**config.mk**
```make
export PLATFORM = sky130hd
export DESIGN_NAME = psum_drain
export DESIGN_NICKNAME = d
export VERILOG_FILES = /design/src/rtl/psum_drain.sv
export SDC_FILE = /design/constraint.sdc
export NUM_CORES = 1
export LEC_CHECK = 0
export CORE_MARGIN = 4
export CORE_UTILIZATION = 53
export CTS_CLUSTER_SIZE = 12
export DETAILED_ROUTE_END_ITERATION = 7
export GPL_TIMING_DRIVEN = 0
export PLACE_DENSITY = 0.94
export SLEW_MARGIN = 25
export SYNTH_ARGS = -nofsm -noshare
export SYNTH_HDL_FRONTEND = slang
export SYNTH_SLANG_ARGS = --single-unit
export TNS_END_PERCENT = 1
```
**constraint.sdc**
```tcl
create_clock -name CLK -period 5.8 [get_ports CLK]
set_clock_uncertainty 0.2 [all_clocks]
set_input_delay 1.16 -clock CLK [delete_from_list [all_inputs] [get_ports CLK]]
set_output_delay 1.16 -clock CLK [all_outputs]
set_load 0.01 [all_outputs]
```
**src/rtl/psum_drain.sv**
```systemverilog
// psum_drain -- collects one result per PE lane and drains the completed row
// as a valid/ready stream, one lane per cycle, lane 0 first.
//
// Each lane has its own capture register and full flag, so lanes may arrive
// with systolic skew. Once every lane is full the FSM enters DRAIN on the next
// edge and presents capture[ptr] until it is accepted. A lane being popped can
// accept a new result in the same cycle (capture wins). A result that arrives
// for a lane that is already full and not being popped is dropped, and the
// sticky OVERRUN flag is raised.
//
// Optional feature: define PSUM_DRAIN_SAT8_EN to saturate OUT_DATA to 255
// (zero-extended to C_W). Capture registers stay C_W wide in both builds.
//
// Ports:
//   CLK         clock, rising edge
//   RST         asynchronous active-low reset
//   C_in        packed PE results, lane i at [i*C_W +: C_W]
//   C_valid_in  per-lane result-valid pulses
//   OUT_DATA    result being drained
//   OUT_LANE    lane index of OUT_DATA
//   OUT_VALID   downstream valid
//   OUT_READY   downstream ready
//   OUT_LAST    final lane of the row
//   BUSY        high while draining
//   OVERRUN     sticky drop-on-full error flag
//   OVR_CLR     synchronous clear for OVERRUN (a same-cycle new overrun wins)
module psum_drain #(
  parameter int unsigned N_LANE = 4,
  parameter int unsigned C_W    = 19
) (
  input  logic                      CLK,
  input  logic                      RST,
  input  logic [N_LANE*C_W-1:0]     C_in,
  input  logic [N_LANE-1:0]         C_valid_in,
  output logic [C_W-1:0]            OUT_DATA,
  output logic [$clog2(N_LANE)-1:0] OUT_LANE,
  output logic                      OUT_VALID,
  input  logic                      OUT_READY,
  output logic                      OUT_LAST,
  output logic                      BUSY,
  output logic                      OVERRUN,
  input  logic                      OVR_CLR
);

  localparam int unsigned LW = $clog2(N_LANE);

  typedef enum logic [0:0] {StIdle, StDrain} state_e;

  state_e          state_q, state_d;
  logic [LW-1:0]   ptr_q, ptr_d;
  logic [N_LANE-1:0] full_q, full_d;
  logic [C_W-1:0]  cap_q [N_LANE];
  logic [C_W-1:0]  cap_d [N_LANE];
  logic            overrun_q, overrun_d;

  logic [N_LANE-1:0] pop;
  logic [N_LANE-1:0] ovr_set;
  logic            xfer;
  logic            at_last;
  logic [C_W-1:0]  sel_data;
  logic [C_W-1:0]  out_data_val;

  assign at_last = (ptr_q == LW'(N_LANE - 1));
  assign xfer    = (state_q == StDrain) && OUT_READY;

  // Per-lane capture / pop / overrun detection
  always_comb begin
    pop     = '0;
    ovr_set = '0;
    full_d  = full_q;
    cap_d   = cap_q;
    for (int i = 0; i < N_LANE; i++) begin
      pop[i] = xfer && (ptr_q == LW'(i));
      if (C_valid_in[i]) begin
        // A lane being popped this cycle is free to take the new value.
        if (!full_q[i] || pop[i]) begin
          cap_d[i]  = C_in[i*C_W +: C_W];
          full_d[i] = 1'b1;
        end else begin
          ovr_set[i] = 1'b1;
        end
      end else if (pop[i]) begin
        full_d[i] = 1'b0;
      end
    end
  end

  // Set has priority over clear
  always_comb begin
    overrun_d = overrun_q;
    if (|ovr_set) begin
      overrun_d = 1'b1;
    end else if (OVR_CLR) begin
      overrun_d = 1'b0;
    end
  end

  // FSM: state register
  always_ff @(posedge CLK or negedge RST) begin
    if (!RST) begin
      state_q <= StIdle;
      ptr_q   <= '0;
    end else begin
      state_q <= state_d;
      ptr_q   <= ptr_d;
    end
  end

  // FSM: next state
  always_comb begin
    state_d = state_q;
    ptr_d   = ptr_q;
    unique case (state_q)
      StIdle: begin
        if (&full_q) begin
          state_d = StDrain;
          ptr_d   = '0;
        end
      end
      StDrain: begin
        if (OUT_READY) begin
          if (at_last) begin
            state_d = StIdle;
            ptr_d   = '0;
          end else begin
            ptr_d = ptr_q + 1'b1;
          end
        end
      end
      default: begin
        state_d = StIdle;
        ptr_d   = '0;
      end
    endcase
  end

  // Datapath registers
  always_ff @(posedge CLK or negedge RST) begin
    if (!RST) begin
      full_q    <= '0;
      overrun_q <= 1'b0;
      for (int i = 0; i < N_LANE; i++) begin
        cap_q[i] <= '0;
      end
    end else begin
      full_q    <= full_d;
      overrun_q <= overrun_d;
      for (int i = 0; i < N_LANE; i++) begin
        cap_q[i] <= cap_d[i];
      end
    end
  end

  // Read mux for the current drain lane
  always_comb begin
    sel_data = '0;
    for (int i = 0; i < N_LANE; i++) begin
      if (ptr_q == LW'(i)) begin
        sel_data = cap_q[i];
      end
    end
  end

`ifdef PSUM_DRAIN_SAT8_EN
  assign out_data_val = (sel_data > C_W'(255)) ? C_W'(255) : sel_data;
`else
  assign out_data_val = sel_data;
`endif

  // FSM: outputs
  always_comb begin
    OUT_VALID = 1'b0;
    OUT_LAST  = 1'b0;
    BUSY      = 1'b0;
    OUT_DATA  = '0;
    OUT_LANE  = ptr_q;
    unique case (state_q)
      StDrain: begin
        OUT_VALID = 1'b1;
        BUSY      = 1'b1;
        OUT_LAST  = at_last;
        OUT_DATA  = out_data_val;
      end
      default: begin
        OUT_VALID = 1'b0;
      end
    endcase
  end

  assign OVERRUN = overrun_q;

endmodule

```
==> insert_results.sql, run 1 <==
INSERT INTO impl_metrics (metric_group, metric, value, unit) VALUES
('status', 'run_status', 'finished, final reports clean', ''),
('timing', 'timing.final.max_slew_violations', '0', ''),
('hold_path', 'hold_path.class', 'register to register', ''),
('grt', 'grt_pass1_vias', '3370', ''),
('timing', 'setup-tns-final', '0', 'ns'),
('pwr', 'power_per_cell_area', '559', 'nW/um2'),
('floorplanning', 'standard_cell_core_area', '7810', 'um2'),
('synthesis', 'netlist_instances', '333', ''),
('route', 'finalWirelength', '11.1', 'mm'),
('synthesis', 'most_area_hungry_cell_type_in_the_yosys_netlist', 'sky130_fd_sc_hd__dfrtp_1', ''),
('timing', 'finalWorstPathRequiredPeriod', '4.11', 'ns'),
('run', 'timing.max_cap.violations', '0', ''),
('grt', 'pin_count_of_the_biggest_net_entering_global_routing', '52', ''),
('synthesis', 'synthDistinctLibCells', '30', ''),
('pwr', 'ir_drop', '215', 'uV'),
('critical_path', 'timing.critical_path.required', '4.44', 'ns'),
('cts', 'cts.reportedPaths.clkPinSlew', '0.08', 'ns'),
('synthesis', 'post_synth_instance_area', '4310', 'um2'),
('critical_path', 'reg2reg_setup_slack', '3.64', 'ns'),
('synthesis', 'yosys_register_bits', '84', ''),
('critical_path', 'startpoint_type', 'register', ''),
('pwr', 'p_leak', '2.44', 'nW'),
('critical_path', 'worstPathArrival', '2.75', 'ns'),
('cts', 'cts_num_sinks', '84', ''),
('finish', 'fillers', '499', ''),
('timing', 'timing.slew.headroom', '0.677', ''),
('placed_design', 'place.port_buffers', '107', ''),
('cts', 'post_cts_hold_buffer_count', '0', ''),
('floorplanning', 'vertical_extent_of_the_die', '98.1', 'um'),
('timing', 'final_clock_period_utilization_by_the_worst_path', '0.708', ''),
('cts', 'cts_max_path_buffers', '2', ''),
('floorplanning', 'std_cell_rows', '32', ''),
('route', 'dr.first_iter.drc_count', '173', ''),
('synthesis', 'synth_top_cell_area_share', '0.488', ''),
('cts', 'h-tree-depth', '3', ''),
('route', 'route.antenna.remaining_nets', '0', ''),
('floorplanning', 'die_x', '98.1', 'um'),
('critical_path', 'crit-reg2reg-launch', 'OUT_LANE[0]', ''),
('finish', 'post_route_cells_drive_above_1_share', '0.263', ''),
('critical_path', 'reg2reg_to', 'cap_q[17]', ''),
('cts', 'root_buffer_cell', 'sky130_fd_sc_hd__clkbuf_8', ''),
('grt', 'grt_antenna_before_repair', '0', ''),
('critical_path', 'timing.critical_path.fanout_max', '10', ''),
('grt', 'track_usage', '0.233', ''),
('timing', 'grt_setup_unrepaired', 'no', ''),
('synthesis', 'synth-warning-count', '0', ''),
('finish', 'final_cells', '559', ''),
('synthesis', 'synth_edf_count', '0', ''),
('synthesis', 'ys_top_cells_by_count', 'sky130_fd_sc_hd__dfrtp_1, sky130_fd_sc_hd__mux2_4, sky130_fd_sc_hd__mux2_2, sky130_fd_sc_hd__inv_1, sky130_fd_sc_hd__nand2_1', ''),
('route', 'firstDrtPassIters', '4', ''),
('timing', 'tightest_slew', '0.485', 'ns'),
('synthesis', 'async_flop_share', '1.00', ''),
('critical_path', 'endpoint', 'OUT_DATA[8]', ''),
('grt', 'grt_first_pass_wirelength', '17.8', 'mm'),
('cts', 'post-cts-setup-buffer-count', '0', ''),
('timing', 'hold_viol', '0', ''),
('placed_design', 'dpl.cell_count', '543', ''),
('route', 'vias', '3107', ''),
('floorplanning', 'num_io_pins', '109', ''),
('cts', 'cts_resized', '0', ''),
('critical_path', 'timing.critical_path.from', 'OUT_LANE[1]', ''),
('cts', 'cts-buffers-inserted', '9', ''),
('grt', 'global_route.overflow_total', '0', ''),
('synthesis', 'yosysMostFrequentCell', 'sky130_fd_sc_hd__dfrtp_1', ''),
('synthesis', 'synth_flop_cell', 'sky130_fd_sc_hd__dfrtp_1', ''),
('cts', 'tritoncts', 'built', ''),
('synthesis', 'postSynthNetCount', '421', ''),
('cts', 'worstSkewPairLatency', '0.36', 'ns'),
('floorplanning', 'start_util', '0.552', ''),
('timing', 'setup-violations-final', '0', ''),
('placed_design', 'post-dp-hpwl', '8.43', 'mm');
-- report_power, final --
group	switching [mW]	total (mW)	internal, mW
clock network	0.216	0.426	0.210
registers	0.193	1.07	0.876
logic	0.721	1.71	0.988
-- how the worst min path moves through the flow --
stage           endpoint  slack [ns]  cells after the start
5_1_grt        cap_q[70]        0.33                      1
2_1_floorplan  cap_q[37]        0.26                      1
6_report       cap_q[27]        0.31                      1
3_5_place_dp   cap_q[34]        0.29                      1
4_1_cts        cap_q[58]        0.32                      1
3_3_place_gp   cap_q[37]        0.27                      1
-- cell families after synthesis --
family | Yosys count | synth area share
flops | 84 | 0.488
mux | 76 | 0.231
fa+ha+maj | 4 | 0.0116
xor+xnor | 1 | 0.00203
compound gates | 70 | 0.126
buf+inv | 49 | 0.0735
simple gates | 49 | 0.0677
-- placed cells by master (no fill, tap or decap), types with 19 or more instances in the layout --
master,count
sky130_fd_sc_hd__a21boi_1,19
sky130_fd_sc_hd__mux2_4,37
sky130_fd_sc_hd__inv_1,22
sky130_fd_sc_hd__clkdlybuf4s50_1,106
sky130_fd_sc_hd__dfrtp_1,84
sky130_fd_sc_hd__a21oi_1,19
sky130_fd_sc_hd__mux2_2,36
sky130_fd_sc_hd__nand2_1,20
sky130_fd_sc_hd__nand3b_1,19
sky130_fd_sc_hd__a221o_1,19
-- registers in the layout, indices dropped and copies added (netlist names) --
register  count
cap_q        76
OVERRUN       1
full_q        4
OUT_LANE      2
state_q       1
-- final cells by class --
cell class	count	area, um2	share of cell area
clock buffers	10	138	0.0240
multi-input cells	200	1890	0.329
flip-flops and latches	84	2100	0.367
inverters	22	82.6	0.0144
plain buffers	27	234	0.0408
well taps	102	128	0.0223
repair buffers	108	1100	0.191
clock inverters	6	63.8	0.0111
-- critical path: stages, from the launching register on --
cell	delay, ns
sky130_fd_sc_hd__dfrtp_1	0.42
sky130_fd_sc_hd__inv_1	0.10
sky130_fd_sc_hd__ha_1	0.23
sky130_fd_sc_hd__buf_2	0.18
sky130_fd_sc_hd__clkbuf_2	0.18
sky130_fd_sc_hd__nand3b_1	0.19
sky130_fd_sc_hd__a221o_1	0.34
sky130_fd_sc_hd__a21boi_1	0.18
sky130_fd_sc_hd__clkdlybuf4s50_1	0.56
-- per-stage QoR --
step                      area, um2  hold WS [ns]  setup slack, ns  power, mW   util
after floorplan                4310         0.258             2.79       2.09      -
after global placement         5510         0.268            0.564       2.65  0.705
after detailed placement       5530         0.292             2.11       2.76  0.708
after CTS                      5730         0.318             1.70       3.20  0.734
after global routing           5730         0.328             1.55       3.38  0.734
final                          5730         0.315             1.69       3.20  0.734
-- per-layer routing --
metal | up-vias | part of all wire | GRT usage
li1 | 1429 | - | -
met3 | 19 | 0.064 | 0.0343
met2 | 113 | 0.50 | 0.401
met5 | - | 0 | 0
met4 | 0 | 0.024 | 0.0882
met1 | 1546 | 0.41 | 0.299
Power figures use the tool's default switching activity.
==> inputs of run 2 (changes only) <==
Settings changed: CORE_UTILIZATION 53 to 45, PLACE_DENSITY 0.94 to 0.86.
Clock period 5.8 ns to 3.7 ns, I/O delays scaled along.
==> run 2 against run 1 <==
Net effect: sequential power up 53%; worst hold slack worse by 0.12 ns; critical path depth down 1; worst setup slack worse by 1.5 ns; first-iteration DRC count up 1.2%; count of clock-buffer cells in the layout up 2; wire length down 6.6%; final cell count up 5.2%; global-route usage down 4.5 points; combinational power up 53%; sequential share of layout area down 0.61 points; highest routed layer unchanged.
==> insert_results.sql, run 2 (synthesized netlist as in run 1, its figures left out) <==
INSERT INTO impl_metrics (metric_group, metric, value, unit) VALUES
('critical_path', 'startpoint_type', 'register', ''),
('floorplanning', 'std_cell_rows', '35', ''),
('timing', 'setup-violations-final', '0', ''),
('finish', 'largest_register', 'cap_q', ''),
('critical_path', 'timing.critical_path.required', '2.76', 'ns'),
('cts', 'worstSkewPairLatency', '0.34', 'ns'),
('timing', 'timing.final.max_slew_violations', '0', ''),
('cts', 'cts-buffers-inserted', '9', ''),
('floorplanning', 'standard_cell_core_area', '9280', 'um2'),
('timing', 'finalWorstPathRequiredPeriod', '3.56', 'ns'),
('cts', 'cts_num_sinks', '84', ''),
('critical_path', 'timing.critical_path.fanout_max', '10', ''),
('finish', 'max_ffs_per_register', '76', ''),
('floorplanning', 'start_util', '0.464', ''),
('cts', 'post_cts_hold_buffer_count', '0', ''),
('grt', 'grt_antenna_before_repair', '0', ''),
('grt', 'grt_pass1_vias', '3284', ''),
('critical_path', 'cp-end-kind', 'primary output', ''),
('grt', 'pin_count_of_the_biggest_net_entering_global_routing', '49', ''),
('placed_design', 'post-dp-hpwl', '8.03', 'mm'),
('critical_path', 'worstPathArrival', '2.62', 'ns'),
('cts', 'h-tree-depth', '3', ''),
('finish', 'seq_area', '2100', 'um2'),
('route', 'routed_length_per_placed_instance', '17.6', 'um'),
('route', 'dr.first_iter.drc_count', '175', ''),
('critical_path', 'timing.reg2reg.worst_path_depth', '7', ''),
('finish', 'finalNetCount', '542', ''),
('grt', 'global_route.overflow_total', '0', ''),
('placed_design', 'place.port_buffers', '107', ''),
('timing', 'tightest_slew', '0.614', 'ns'),
('pwr', 'power_per_cell_area', '862', 'nW/um2'),
('route', 'vias', '2996', ''),
('finish', 'multi_input_area', '1890', 'um2'),
('pwr', 'p_leak', '2.58', 'nW'),
('run', 'timing.max_cap.violations', '0', ''),
('grt', 'grt_first_pass_wirelength', '16.7', 'mm'),
('placed_design', 'placed_cell_area', '5560', 'um2'),
('timing', 'grt_setup_unrepaired', 'no', ''),
('floorplanning', 'num_io_pins', '109', ''),
('floorplanning', 'vertical_extent_of_the_die', '106', 'um'),
('timing', 'final_clock_period_utilization_by_the_worst_path', '0.961', ''),
('critical_path', 'crit_path_cell_trace', 'ha_1 > clkbuf_4 > clkbuf_2 > nand3b_1 > a221o_1 > a21boi_1 > clkdlybuf4s50_1', ''),
('critical_path', 'timing.critical_path.slowest_stage_cell', 'sky130_fd_sc_hd__clkdlybuf4s50_1', ''),
('finish', 'post_route_cells_drive_above_1_share', '0.264', ''),
('route', 'firstDrtPassIters', '4', ''),
('finish', 'fillers', '718', ''),
('cts', 'root_buffer_cell', 'sky130_fd_sc_hd__clkbuf_8', ''),
('timing', 'timing.slew.headroom', '0.591', ''),
('finish', 'finalInstanceArea', '5830', 'um2'),
('pwr', 'ir_drop', '272', 'uV'),
('route', 'remaining_drc_errors', '0', ''),
('status', 'run_status', 'finished, final reports clean', ''),
('grt', 'track_usage', '0.189', ''),
('finish', 'antennaDiodeCount', '0', ''),
('finish', 'flow.area_growth_from_synthesis', '35.4', '%'),
('route', 'drt-vias-per-instance', '5.10', ''),
('timing', 'hold_viol', '0', ''),
('finish', 'mostFrequentLayoutCells', 'sky130_fd_sc_hd__clkdlybuf4s50_1, sky130_fd_sc_hd__dfrtp_1, sky130_fd_sc_hd__mux2_4', ''),
('route', 'finalWirelength', '10.3', 'mm'),
('finish', 'final_util', '0.628', ''),
('floorplanning', 'design.die.area', '11200', 'um2'),
('timing', 'max_clock_freq', '281', 'MHz'),
('hold_path', 'hold_path.class', 'primary input to asynchronous set/reset pin', ''),
('cts', 'cts_max_path_buffers', '2', ''),
('cts', 'cts.reportedPaths.clkPinSlew', '0.09', 'ns'),
('cts', 'tritoncts', 'built', ''),
('critical_path', 'cpPeakStageDelay', '0.55', 'ns'),
('critical_path', 'setup.worst_path.class', 'register to primary output', ''),
('route', 'route.antenna.remaining_nets', '0', ''),
('floorplanning', 'die_x', '106', 'um'),
('placed_design', 'gp_congestion', '0.843', ''),
('finish', 'mostFrequentLayoutCell', 'sky130_fd_sc_hd__clkdlybuf4s50_1', '');
==> run 2: timing repair <==
action | 4_1_cts | 5_1_grt
setup endpoints to repair | 0 | 11
resized for setup | 0 | 12
buffers inserted | 0 | 2
==> run 2: worst paths after layout <==
| path | to | slack, ns | startpoint |
|---|---|---|---|
| max in group asynchronous | cap_q[32] | 2.48 | RST |
| min | cap_q[29] | 0.20 | RST |
| max | OUT_DATA[15] | 0.14 | OUT_LANE[0] |
| max reg2reg | cap_q[18] | 1.61 | OUT_LANE[1] |
| min reg2reg | cap_q[56] | 0.29 | cap_q[56] |
| min in group CLK | cap_q[56] | 0.29 | cap_q[56] |
==> run 2: per-layer routing <==
metal | global-route usage | part of all wire | up-vias
met4 | 0.0666 | 0.017 | 0
met1 | 0.255 | 0.44 | 1470
met3 | 0.0300 | 0.054 | 11
met5 | 0 | 0 | -
li1 | - | - | 1429
met2 | 0.309 | 0.48 | 86
==> run 2: through the flow <==
stage                     std cells  total power, mW  hold slack [ns]  worst slack [ns]  setup TNS [ns]
after floorplan                 333             3.27            0.244              1.11               0
after global placement          569             4.18            0.268             -1.23         -103.04
after detailed placement        570             4.28            0.275             0.439               0
after CTS                       586             5.05            0.213            0.0458               0
after global routing            588             5.33            0.252           0.00235               0
final                           588             5.03            0.198             0.143               0
==> run 2: area by class of cell <==
| cell class | count | share of cell area |
|---|---|---|
| sequential | 84 | 0.361 |
| multi-input combinational | 200 | 0.324 |
| timing repair buffer | 110 | 0.193 |
| buffer | 27 | 0.0408 |
| tap | 129 | 0.0277 |
| clock buffer | 12 | 0.0232 |
| clock inverter | 4 | 0.0167 |
| inverter | 22 | 0.0142 |
==> run 2: worst max-delay path, delay by kind of cell, from the launching register on <==
kind	cells	cell delay, ns
buffers and inverters	3	0.90
flip-flops	1	0.47
adder cells (fa/ha/maj)	1	0.26
AO/OA/AOI/OAI	2	0.44
AND/OR/NAND/NOR	1	0.20
==> run 2: where the power goes <==
group / switching, mW / internal [mW] / leakage [nW]
logic: 1.09 / 1.53 / 1.49
registers: 0.270 / 1.37 / 0.983
clock network: 0.311 / 0.450 / 0.111
==> inputs of run 3 (changes only) <==
Settings changed: CELL_PAD_IN_SITES_DETAIL_PLACEMENT from default to 1, CELL_PAD_IN_SITES_GLOBAL_PLACEMENT from default to 2, CORE_UTILIZATION 45 to 29, PLACE_DENSITY 0.86 to default, PLACE_DENSITY_LB_ADDON from default to 0.1.
==> run 3 against run 2 <==
Net effect: critical path depth is the same; count of clock-buffer cells in the layout is the same; via count shrank 0.20%; register-to-register slack is essentially flat; wire length grew 20%; highest routed layer unchanged.
==> insert_results.sql, run 3 (synthesized netlist as in run 1, its figures left out) <==
INSERT INTO impl_metrics (metric_group, metric, value, unit) VALUES
('grt', 'global_route_track_usage_on_met2', '0.224', ''),
('grt', 'grt_first_pass_wirelength', '19.2', 'mm'),
('floorplanning', 'design.die.area', '16900', 'um2'),
('pwr', 'power_per_cell_area', '880', 'nW/um2'),
('timing', 'finalWorstPathRequiredPeriod', '3.56', 'ns'),
('critical_path', 'timing.critical_path.required', '2.76', 'ns'),
('timing', 'tightest_slew', '0.571', 'ns'),
('cts', 'cts-buffers-inserted', '9', ''),
('cts', 'root_buffer_cell', 'sky130_fd_sc_hd__clkbuf_16', ''),
('route', 'vias', '2990', ''),
('grt', 'grtUsageMet1', '0.226', ''),
('timing', 'grt_setup_unrepaired', 'no', ''),
('critical_path', 'timing.critical_path.fanout_max', '10', ''),
('critical_path', 'cp-end-kind', 'primary output', ''),
('floorplanning', 'vertical_extent_of_the_die', '130', 'um'),
('finish', 'max_ffs_per_register', '76', ''),
('critical_path', 'critical_path.n_buffers_inverters', '3', ''),
('cts', 'post-cts-setup-buffer-count', '0', ''),
('placed_design', 'placed_cell_area', '5640', 'um2'),
('timing', 'setup-violations-final', '0', ''),
('cts', 'post_cts_hold_buffer_count', '0', ''),
('critical_path', 'cpPeakStageDelay', '0.57', 'ns'),
('cts', 'cts.reportedPaths.clkPinSlew', '0.06', 'ns'),
('placed_design', 'place.port_buffers', '107', ''),
('grt', 'track_usage', '0.153', ''),
('finish', 'post_route_cells_drive_above_1_share', '0.265', ''),
('grt', 'grt-busiest-layer', 'met1', ''),
('floorplanning', 'std_cell_rows', '44', ''),
('route', 'remaining_drc_errors', '0', ''),
('finish', 'mostFrequentLayoutCells', 'sky130_fd_sc_hd__clkdlybuf4s50_1, sky130_fd_sc_hd__dfrtp_1, sky130_fd_sc_hd__mux2_4', ''),
('status', 'run_status', 'finished, final reports clean', ''),
('finish', 'finalNetCount', '540', ''),
('route', 'route.antenna.remaining_nets', '0', ''),
('finish', 'mostFrequentLayoutCell', 'sky130_fd_sc_hd__clkdlybuf4s50_1', ''),
('floorplanning', 'start_util', '0.296', ''),
('timing', 'timing.final.max_slew_violations', '0', ''),
('cts', 'tritoncts', 'built', ''),
('grt', 'grt_antenna_before_repair', '0', ''),
('cts', 'cts_num_sinks', '84', ''),
('floorplanning', 'num_io_pins', '109', ''),
('grt', 'grt_use_met3', '0.0426', ''),
('finish', 'largest_register', 'cap_q', ''),
('timing', 'hold_viol', '0', ''),
('route', 'firstDrtPassIters', '4', ''),
('critical_path', 'setup.worst_path.class', 'register to primary output', ''),
('critical_path', 'critical-path-top-delay-family', 'buffers and inverters', ''),
('placed_design', 'post-dp-hpwl', '9.10', 'mm'),
('critical_path', 'worstPathArrival', '2.62', 'ns'),
('pwr', 'ir_drop', '284', 'uV'),
('cts', 'cts_max_path_buffers', '2', ''),
('timing', 'final_clock_period_utilization_by_the_worst_path', '0.963', ''),
('critical_path', 'timing.critical_path.slowest_stage_cell', 'sky130_fd_sc_hd__clkdlybuf4s50_1', ''),
('placed_design', 'dpl.cell_count', '625', ''),
('critical_path', 'startpoint_type', 'register', ''),
('finish', 'flow.area_growth_from_synthesis', '38.6', '%'),
('hold_path', 'hold_path.class', 'primary input to asynchronous set/reset pin', ''),
('timing', 'setup-tns-final', '0', 'ns'),
('finish', 'finalInstanceArea', '5970', 'um2'),
('floorplanning', 'die_x', '130', 'um'),
('route', 'dr.first_iter.drc_count', '78', ''),
('run', 'timing.max_cap.violations', '0', ''),
('route', 'drt-vias-per-instance', '4.66', ''),
('route', 'routed_length_per_placed_instance', '19.3', 'um'),
('timing', 'timing.slew.headroom', '0.619', ''),
('cts', 'worstSkewPairLatency', '0.34', 'ns'),
('finish', 'antennaDiodeCount', '0', ''),
('grt', 'pin_count_of_the_biggest_net_entering_global_routing', '68', ''),
('cts', 'h-tree-depth', '3', ''),
('grt', 'grt_pass1_vias', '3361', ''),
('cts', 'cts_resized', '5', ''),
('placed_design', 'gp_congestion', '0.787', ''),
('finish', 'final_cells', '641', ''),
('route', 'finalWirelength', '12.4', 'mm'),
('pwr', 'p_leak', '2.64', 'nW'),
('critical_path', 'crit_path_cell_trace', 'inv_1 > ha_1 > clkbuf_4 > a21oi_1 > a221o_1 > a21boi_1 > clkdlybuf4s50_1', ''),
('timing', 'max_clock_freq', '281', 'MHz'),
('floorplanning', 'standard_cell_core_area', '14500', 'um2'),
('grt', 'global_route.overflow_total', '0', '');
## run 3: changes by cell type in the layout (fill, tap and decap cells not counted), sizes merged
| cell | delta |
|---|---|
| bufinv | -2 |
| clkinv | +3 |
| clkinvlp | -1 |
| clkdlybuf4s50 | -2 |
| dlymetal6s2s | +2 |
| buf | -1 |
| clkbuf | -1 |
## run 3: where the power goes
part           switching (mW)  total [mW]  internal (mW)
clock                   0.371       0.912          0.541
combinational            1.16        2.69           1.53
sequential              0.272        1.65           1.38
## run 3: stage by stage
| step | setup slack (ns) | utilization | hold WS, ns | power, mW |
|---|---|---|---|---|
| final | 0.136 | 0.411 | 0.0265 | 5.25 |
| after global routing | 0.0189 | 0.411 | 0.0232 | 5.63 |
| after CTS | 0.00241 | 0.409 | 0.0159 | 5.37 |
| after detailed placement | 0.289 | 0.388 | 0.279 | 4.41 |
| after global placement | -1.70 | 0.386 | 0.271 | 4.35 |
| after floorplan | 1.11 | - | 0.244 | 3.27 |
## run 3: final cells by class
class / count / area (um2)
clock buffer: 12 / 246
sequential: 84 / 2100
tap: 184 / 230
clock inverter: 4 / 48.8
timing repair buffer: 108 / 1130
multi-input combinational: 200 / 1890
fill: 1557 / 8560
buffer: 27 / 243
inverter: 22 / 82.6
## run 3: final timing paths
| check | cells after the start | slack (ns) | end | start |
|---|---|---|---|---|
| max in group asynchronous | 2 | 2.68 | OUT_LANE[0] | RST |
| min in group CLK | 1 | 0.29 | cap_q[56] | cap_q[56] |
| min | 1 | 0.03 | cap_q[9] | RST |
| max | 7 | 0.14 | OUT_DATA[1] | OUT_LANE[1] |
| max reg2reg | 7 | 1.62 | cap_q[56] | OUT_LANE[1] |
| min reg2reg | 1 | 0.29 | cap_q[56] | cap_q[56] |
## run 3: routing by layer
metal	share of wire	routed length (um)
met5	0	0
met4	0.0087	108
met2	0.44	5470
met3	0.056	689
met1	0.49	6120
